--- src/rtl/l1_dcache_if.sv ---
// CPU-side request/response and burst-level physical-memory signals of the L1 data cache.
// slave is the cache; master is the CPU plus physical memory that surround it.
interface l1_dcache_if #(parameter int LINE_W = 256);
  logic [31:0]       mem_address;
  logic              mem_read;
  logic              mem_write;
  logic [31:0]       mem_wdata;
  logic [3:0]        mem_byte_enable;
  logic [31:0]       mem_rdata;
  logic              mem_resp;
  logic [31:0]       pmem_address;
  logic              pmem_read;
  logic              pmem_write;
  logic [LINE_W-1:0] pmem_wdata;
  logic [LINE_W-1:0] pmem_rdata;
  logic              pmem_resp;

  modport slave (
    input  mem_address, mem_read, mem_write, mem_wdata, mem_byte_enable,
    output mem_rdata, mem_resp,
    output pmem_address, pmem_read, pmem_write, pmem_wdata,
    input  pmem_rdata, pmem_resp
  );

  modport master (
    output mem_address, mem_read, mem_write, mem_wdata, mem_byte_enable,
    input  mem_rdata, mem_resp,
    input  pmem_address, pmem_read, pmem_write, pmem_wdata,
    output pmem_rdata, pmem_resp
  );
endinterface

--- src/rtl/l1_dcache.sv ---
// Direct-mapped, write-back, write-allocate L1 data cache with 0-cycle hits and
// whole-line writeback/fill over a burst physical-memory port.
module l1_dcache #(
  parameter int S_INDEX  = 3,
  parameter int S_OFFSET = 5
) (
  input  logic          clk,
  input  logic          rst,
  l1_dcache_if.slave    bus
);
  localparam int SETS   = 1 << S_INDEX;
  localparam int TAG_W  = 32 - S_INDEX - S_OFFSET;
  localparam int LINE_W = 8 << S_OFFSET;
  localparam int WSEL_W = S_OFFSET - 2;

  typedef enum logic [1:0] {IDLE, WRITEBACK, ALLOCATE} state_t;

  state_t                state;
  logic [SETS-1:0]       valid, dirty;
  logic [TAG_W-1:0]      tag_arr  [SETS];
  logic [LINE_W-1:0]     data_arr [SETS];
  logic [TAG_W-1:0]      miss_tag;
  logic [S_INDEX-1:0]    miss_idx;

  logic [TAG_W-1:0]      req_tag;
  logic [S_INDEX-1:0]    idx;
  logic [WSEL_W-1:0]     wsel;
  logic [S_OFFSET+2:0]   bit_off;
  logic [LINE_W-1:0]     cur_line, wr_line;
  logic [31:0]           cur_word, merged;
  logic                  req, hit, wr_hit, fill;
  logic                  unused_addr_bits;

  assign req_tag  = bus.mem_address[31 -: TAG_W];
  assign idx      = bus.mem_address[S_OFFSET +: S_INDEX];
  assign wsel     = bus.mem_address[2 +: WSEL_W];
  assign bit_off  = {wsel, 5'd0};
  assign unused_addr_bits = ^bus.mem_address[1:0];

  assign cur_line = data_arr[idx];
  assign cur_word = cur_line[bit_off +: 32];

  assign req    = bus.mem_read | bus.mem_write;
  assign hit    = (state == IDLE) && req && valid[idx] && (tag_arr[idx] == req_tag);
  assign wr_hit = hit && bus.mem_write;
  assign fill   = (state == ALLOCATE) && bus.pmem_resp;

  assign bus.mem_resp  = hit;
  assign bus.mem_rdata = hit ? cur_word : 32'd0;

  for (genvar b = 0; b < 4; b++) begin : g_lane
    assign merged[8*b +: 8] = bus.mem_byte_enable[b] ? bus.mem_wdata[8*b +: 8]
                                                     : cur_word[8*b +: 8];
  end

  always_comb begin
    wr_line = cur_line;
    wr_line[bit_off +: 32] = merged;
  end

  // Tag and data storage carry no reset; valid gates every use of them.
  always_ff @(posedge clk) begin
    if (fill) begin
      data_arr[miss_idx] <= bus.pmem_rdata;
      tag_arr[miss_idx]  <= miss_tag;
    end else if (wr_hit) begin
      data_arr[idx] <= wr_line;
    end
  end

  // Miss tag/index are latched so a request dropped mid-miss still fills the right set.
  always_ff @(posedge clk or posedge rst) begin
    if (rst) begin
      state            <= IDLE;
      valid            <= '0;
      dirty            <= '0;
      miss_tag         <= '0;
      miss_idx         <= '0;
      bus.pmem_read    <= 1'b0;
      bus.pmem_write   <= 1'b0;
      bus.pmem_address <= '0;
      bus.pmem_wdata   <= '0;
    end else begin
      case (state)
        IDLE: begin
          if (wr_hit) begin
            dirty[idx] <= 1'b1;
          end else if (req && !hit) begin
            miss_tag <= req_tag;
            miss_idx <= idx;
            if (valid[idx] && dirty[idx]) begin
              state            <= WRITEBACK;
              bus.pmem_write   <= 1'b1;
              bus.pmem_address <= {tag_arr[idx], idx, {S_OFFSET{1'b0}}};
              bus.pmem_wdata   <= cur_line;
            end else begin
              state            <= ALLOCATE;
              bus.pmem_read    <= 1'b1;
              bus.pmem_address <= {req_tag, idx, {S_OFFSET{1'b0}}};
            end
          end
        end
        WRITEBACK: begin
          if (bus.pmem_resp) begin
            state            <= ALLOCATE;
            bus.pmem_write   <= 1'b0;
            bus.pmem_wdata   <= '0;
            bus.pmem_read    <= 1'b1;
            bus.pmem_address <= {miss_tag, miss_idx, {S_OFFSET{1'b0}}};
          end
        end
        ALLOCATE: begin
          if (bus.pmem_resp) begin
            state            <= IDLE;
            bus.pmem_read    <= 1'b0;
            bus.pmem_address <= '0;
            valid[miss_idx]  <= 1'b1;
            dirty[miss_idx]  <= 1'b0;
          end
        end
        default: state <= IDLE;
      endcase
    end
  end
endmodule

--- src/flat_wrapper.sv ---
// flat-port wrapper written by rule: the top's interface ports become plain ports
module l1_dcache_flat 
#(
  parameter int S_INDEX  = 3,
  parameter int S_OFFSET = 5
)
  (clk, rst, bus_mem_address, bus_mem_read, bus_mem_write, bus_mem_wdata, bus_mem_byte_enable, bus_mem_rdata, bus_mem_resp, bus_pmem_address, bus_pmem_read, bus_pmem_write, bus_pmem_wdata, bus_pmem_rdata, bus_pmem_resp);
  l1_dcache_if #(.LINE_W(256)) bus_i ();
  input  logic clk;
  input  logic rst;
  input wire logic [$bits(bus_i.mem_address)-1:0] bus_mem_address;
  input wire logic [$bits(bus_i.mem_read)-1:0] bus_mem_read;
  input wire logic [$bits(bus_i.mem_write)-1:0] bus_mem_write;
  input wire logic [$bits(bus_i.mem_wdata)-1:0] bus_mem_wdata;
  input wire logic [$bits(bus_i.mem_byte_enable)-1:0] bus_mem_byte_enable;
  output wire logic [$bits(bus_i.mem_rdata)-1:0] bus_mem_rdata;
  output wire logic [$bits(bus_i.mem_resp)-1:0] bus_mem_resp;
  output wire logic [$bits(bus_i.pmem_address)-1:0] bus_pmem_address;
  output wire logic [$bits(bus_i.pmem_read)-1:0] bus_pmem_read;
  output wire logic [$bits(bus_i.pmem_write)-1:0] bus_pmem_write;
  output wire logic [$bits(bus_i.pmem_wdata)-1:0] bus_pmem_wdata;
  input wire logic [$bits(bus_i.pmem_rdata)-1:0] bus_pmem_rdata;
  input wire logic [$bits(bus_i.pmem_resp)-1:0] bus_pmem_resp;
  assign bus_i.mem_address = bus_mem_address;
  assign bus_i.mem_read = bus_mem_read;
  assign bus_i.mem_write = bus_mem_write;
  assign bus_i.mem_wdata = bus_mem_wdata;
  assign bus_i.mem_byte_enable = bus_mem_byte_enable;
  assign bus_mem_rdata = bus_i.mem_rdata;
  assign bus_mem_resp = bus_i.mem_resp;
  assign bus_pmem_address = bus_i.pmem_address;
  assign bus_pmem_read = bus_i.pmem_read;
  assign bus_pmem_write = bus_i.pmem_write;
  assign bus_pmem_wdata = bus_i.pmem_wdata;
  assign bus_i.pmem_rdata = bus_pmem_rdata;
  assign bus_i.pmem_resp = bus_pmem_resp;
  l1_dcache #(.S_INDEX(S_INDEX), .S_OFFSET(S_OFFSET)) u_core (.clk(clk), .rst(rst), .bus(bus_i));
endmodule
--- config.mk ---
export PLATFORM = sky130hd
export DESIGN_NAME = l1_dcache_flat
export DESIGN_NICKNAME = d
export VERILOG_FILES = /design/src/rtl/l1_dcache_if.sv /design/src/rtl/l1_dcache.sv /design/src/flat_wrapper.sv
export SDC_FILE = /design/constraint.sdc
export NUM_CORES = 2
export LEC_CHECK = 0
export CAP_MARGIN = 20
export CORE_MARGIN = 4
export CORE_UTILIZATION = 40
export CTS_CLUSTER_SIZE = 16
export DETAILED_ROUTE_END_ITERATION = 8
export PLACE_DENSITY_LB_ADDON = 0.25
export SYNTH_ARGS = -nofsm -noshare
export SYNTH_HDL_FRONTEND = slang
export SYNTH_SLANG_ARGS = --single-unit
export TNS_END_PERCENT = 100
--- constraint.sdc ---
create_clock -name clk -period 31.1 [get_ports clk]
set_input_delay 7.775 -clock clk [delete_from_list [all_inputs] [get_ports clk]]
set_output_delay 7.775 -clock clk [all_outputs]
set_load 0.05 [all_outputs]
==> summary.md <==
| Metric | Value |
|---|---|
| Die outline width | 523 um |
| RSZ-0062 raised after global routing | no |
| Rows | around 190 |
| Top Ports | roughly 650 |
| First-pass GRT wire length | roughly 570,000 um |
| Most repeated library cell on the critical path | buf_4 |
| Setup CP Type | input pin to output port |
| Slew Viols, Final | 0 |
| R2r setup slk | 24,360 ps |
| CP endpoint kind | output port |
| Die Y | about 520 um |
| Grt ovf | 0 |
| Delay-heaviest family, CP | buffers and inverters |
| WL per Instance | 38.6 um |
| Core Util, Final | a little under half |
| Data arrival, critical path | 14,780 ps |
| H-tree depth | 5 |
| WP data required | about 23,000 ps |
| Worst skew pair latency | 970 ps |
| CP Launch Type | input pin |
| EDFF count, synth | about 2,200 |
| Post-Synthesis Cells | 6,548 |
| Vias in the first global route | 66,300 |
| Final hold violations | 0 |
| Total Routing Usage GR | 30.1% |
| CTS tree | yes |
| Hold-fix buffers, CTS | 0 |
| Inst Count DP | between 10,000 and 15,000 |
| Root Buffer | clkbuf_16 |
| Area grow syn2layout | 19.0% |
| CTS resizes | 0 |
| Crit-path cells | buf_8 -> buf_4 -> buf_4 -> nand2_1 -> o22ai_1 -> nor3_1 -> nor3_1 -> nor4bb_1 -> nand4_1 -> or2_2 -> buf_4 -> inv_1 -> o31a_1 -> clkdlybuf4s50_1 |
| Fin nets | 7,585 |
| RR Endpoint | u_core.data_arr[0][189]$_DFFE_PP_ |
| Vias after detailed routing | just over 70,000 |
| Critical path's slowest cell | clkdlybuf4s50_1 |
| Total CTS buffers | 287 |
| Worst Max-Slew Pin Slew | 1420 ps |
| Synthesized cell area | 106,000 sq um |
| Top cells by area, synth | edfxtp_1, dfrtp_1, mux2_2 |
| LEAKAGE | 42.6 nW |
| ANT nets after route | 0 |
| Detailed Place HPWL | roughly 270,000 um |
| Hold_sp | u_core.valid[4]$_DFFE_PP0P_ |
| # port buffers | between 600 and 700 |
| Number of fill cells in the layout | 22,200 |
| Outcome | finished, final reports clean |
| Synth Warn # | 0 |
| Top cells by count, synth | edfxtp_1, nor2_1, mux2_2 |
| Buffers & Inverters on Critical Path | 6 |
| CTS Sinks | 2,570 |
| Slew margin rel. | 5.08% |
| Final wirelength | 424,000 um |
| Sequential share of the synthesized area | 71.2% |
| Gpl congestion | 0.898 |
| Share of post-route cells with drive strength above 1 | 17.2% |
| FMAX | 44.3 MHz |
| Final Skew | 77.0 ps |
| Post-synth cell types | between 80 and 90 |
| Reg2reg path depth | 11 |
| Peak VDD IR | 0.0000707 V |
| # Post-CTS Setup Buffers | 0 |
| Starting density of the core | 40.3% |
| Largest net degree at the start of global routing | 154 |
| Top-count cell post-synth | edfxtp_1 |
| Worst-path clk slew | 60 ps |
| Power after layout | 0.00894 W |
| R2r startpoint | u_core.tag_arr[7][4]$_DFFE_PP_ |
| Max Fanout on Critical Path | 55 |
| Final worst path period share | 72.5% |
| FF+latch count, synth | between 2,000 and 3,000 |
| HP Class | flop to flop |
| Pwr per Cell Area | 70.8 nW/um^2 |
| Yosys top cell by area | edfxtp_1 |
| Synthesized area per cell | approximately 16 sq um |
| DR pass1 iterations | 6 |
| Fin cells | 11,000 |
| Hold EP | u_core.valid[4]$_DFFE_PP0P_ |
| Main flop type after synthesis | edfxtp_1 |
| Synth top area share | 63.4% |
| DRC | 0 |
| Max Root-Sink Buffers | 4 |
| Setup tns final | 0 ps |
| Maxcap violations | 0 |
| Initial DRC count | between 10,000 and 15,000 |
| Minimum clock period | 22,560 ps |
| CORE AREA | 263,000 sq um |
| Initial antenna violation count | 25 |
| Number of cells on the worst hold path | 1 |
| Final setup fails | 0 |
| Async SR Flop Fraction | 12.8% |
| Die area | 273,000 sq um |
| Worst path max stage delay | 870 ps |
| Via density | approximately 6.4 |
cell families after synthesis:
logic type               after synthesis  synth area share (%)
AND/OR/NAND/NOR                      880                  3.70
multiplexers                         800                  9.82
buffers and inverters                520                  2.47
adder cells (fa/ha/maj)                9                 0.106
flip-flops                          2570                  71.2
other                                  1               0.00354
XOR/XNOR                               9                0.0743
AO/OA/AOI/OAI                       1759                  12.6
final cells by class:
class                      instances  area, sq um  area share (%)
sequential                      2570        75500            59.9
tap                             3515         4400            3.49
inverter                          22          106          0.0843
timing repair buffer             904         8610            6.82
clock buffer                     380         7920            6.28
antenna                           11         27.5          0.0218
clock inverter                   118         1250           0.994
multi-input combinational       3462        28300            22.5
worst max path at each step:
| stage | cells after the start | slack, ps | from | endpoint |
|---|---|---|---|---|
| 6_report | 14 | 8540 | bus_mem_address[5] | bus_mem_rdata[3] |
| 2_1_floorplan | 11 | 12180 | bus_mem_address[6] | bus_mem_rdata[13] |
| 3_3_place_gp | 14 | 8700 | bus_mem_address[5] | bus_mem_rdata[3] |
| 4_1_cts | 14 | 8690 | bus_mem_address[5] | bus_mem_rdata[3] |
| 5_1_grt | 14 | 8510 | bus_mem_address[5] | bus_mem_rdata[3] |
| 3_5_place_dp | 14 | 8700 | bus_mem_address[5] | bus_mem_rdata[3] |
metal layers:
layer  up-vias  global-route usage (%)  wire, um
li1      27900                       -         -
met1     36400                    40.0    155000
met2      5260                    44.0    184000
met3       987                    7.15     49400
met4         6                    20.5     35000
met5         -                       0        46
state kept, by name, indices dropped and copies added, names as in the netlist:
register and cells:
u_core.bus.pmem_address 27, u_core.bus.pmem_read 1, u_core.bus.pmem_wdata 256, u_core.bus.pmem_write 1
u_core.data_arr 2048, u_core.dirty 8, u_core.miss_idx 3, u_core.miss_tag 24
u_core.state 2, u_core.tag_arr 192, u_core.valid 8
report_power, final:
group          internal [W]  switching, W  leakage [nW]  total (W)
logic              0.000354      0.000950          13.4    0.00130
registers           0.00415      0.000116          24.7    0.00426
clock network       0.00200       0.00137          4.50    0.00337
total               0.00650       0.00243          42.6    0.00894
per-stage QoR:
step / instance area [sq um] / hold slack, ps / worst slack [ps]
final: 126000 / 466 / 8540
after global routing: 126000 / 480 / 8510
after CTS: 126000 / 467 / 8690
after detailed placement: 117000 / 452 / 8700
after global placement: 117000 / 447 / 8700
after floorplan: 106000 / 433 / 12180
cells in the final DEF, fill, tap and decap left out, types with 118 or more instances in the layout:
cell / netlist / final
nor2_1: 343 / 327
o21a_1: 156 / 156
a22oi_1: 171 / 171
nand2_1: 302 / 294
a22o_1: 150 / 150
mux2_2: 342 / 342
a21oi_1: 239 / 238
mux2i_1: 299 / 295
clkbuf_16: 0 / 295
clkdlybuf4s50_1: 0 / 639
mux4_2: 158 / 158
o21ai_0: 138 / 136
buf_4: 80 / 240
o221ai_1: 118 / 118
dfrtp_1: 330 / 330
o2bb2ai_1: 236 / 236
edfxtp_1: 2240 / 2240
a221oi_1: 139 / 137
No activity file was read; power rests on OpenSTA's default activity.
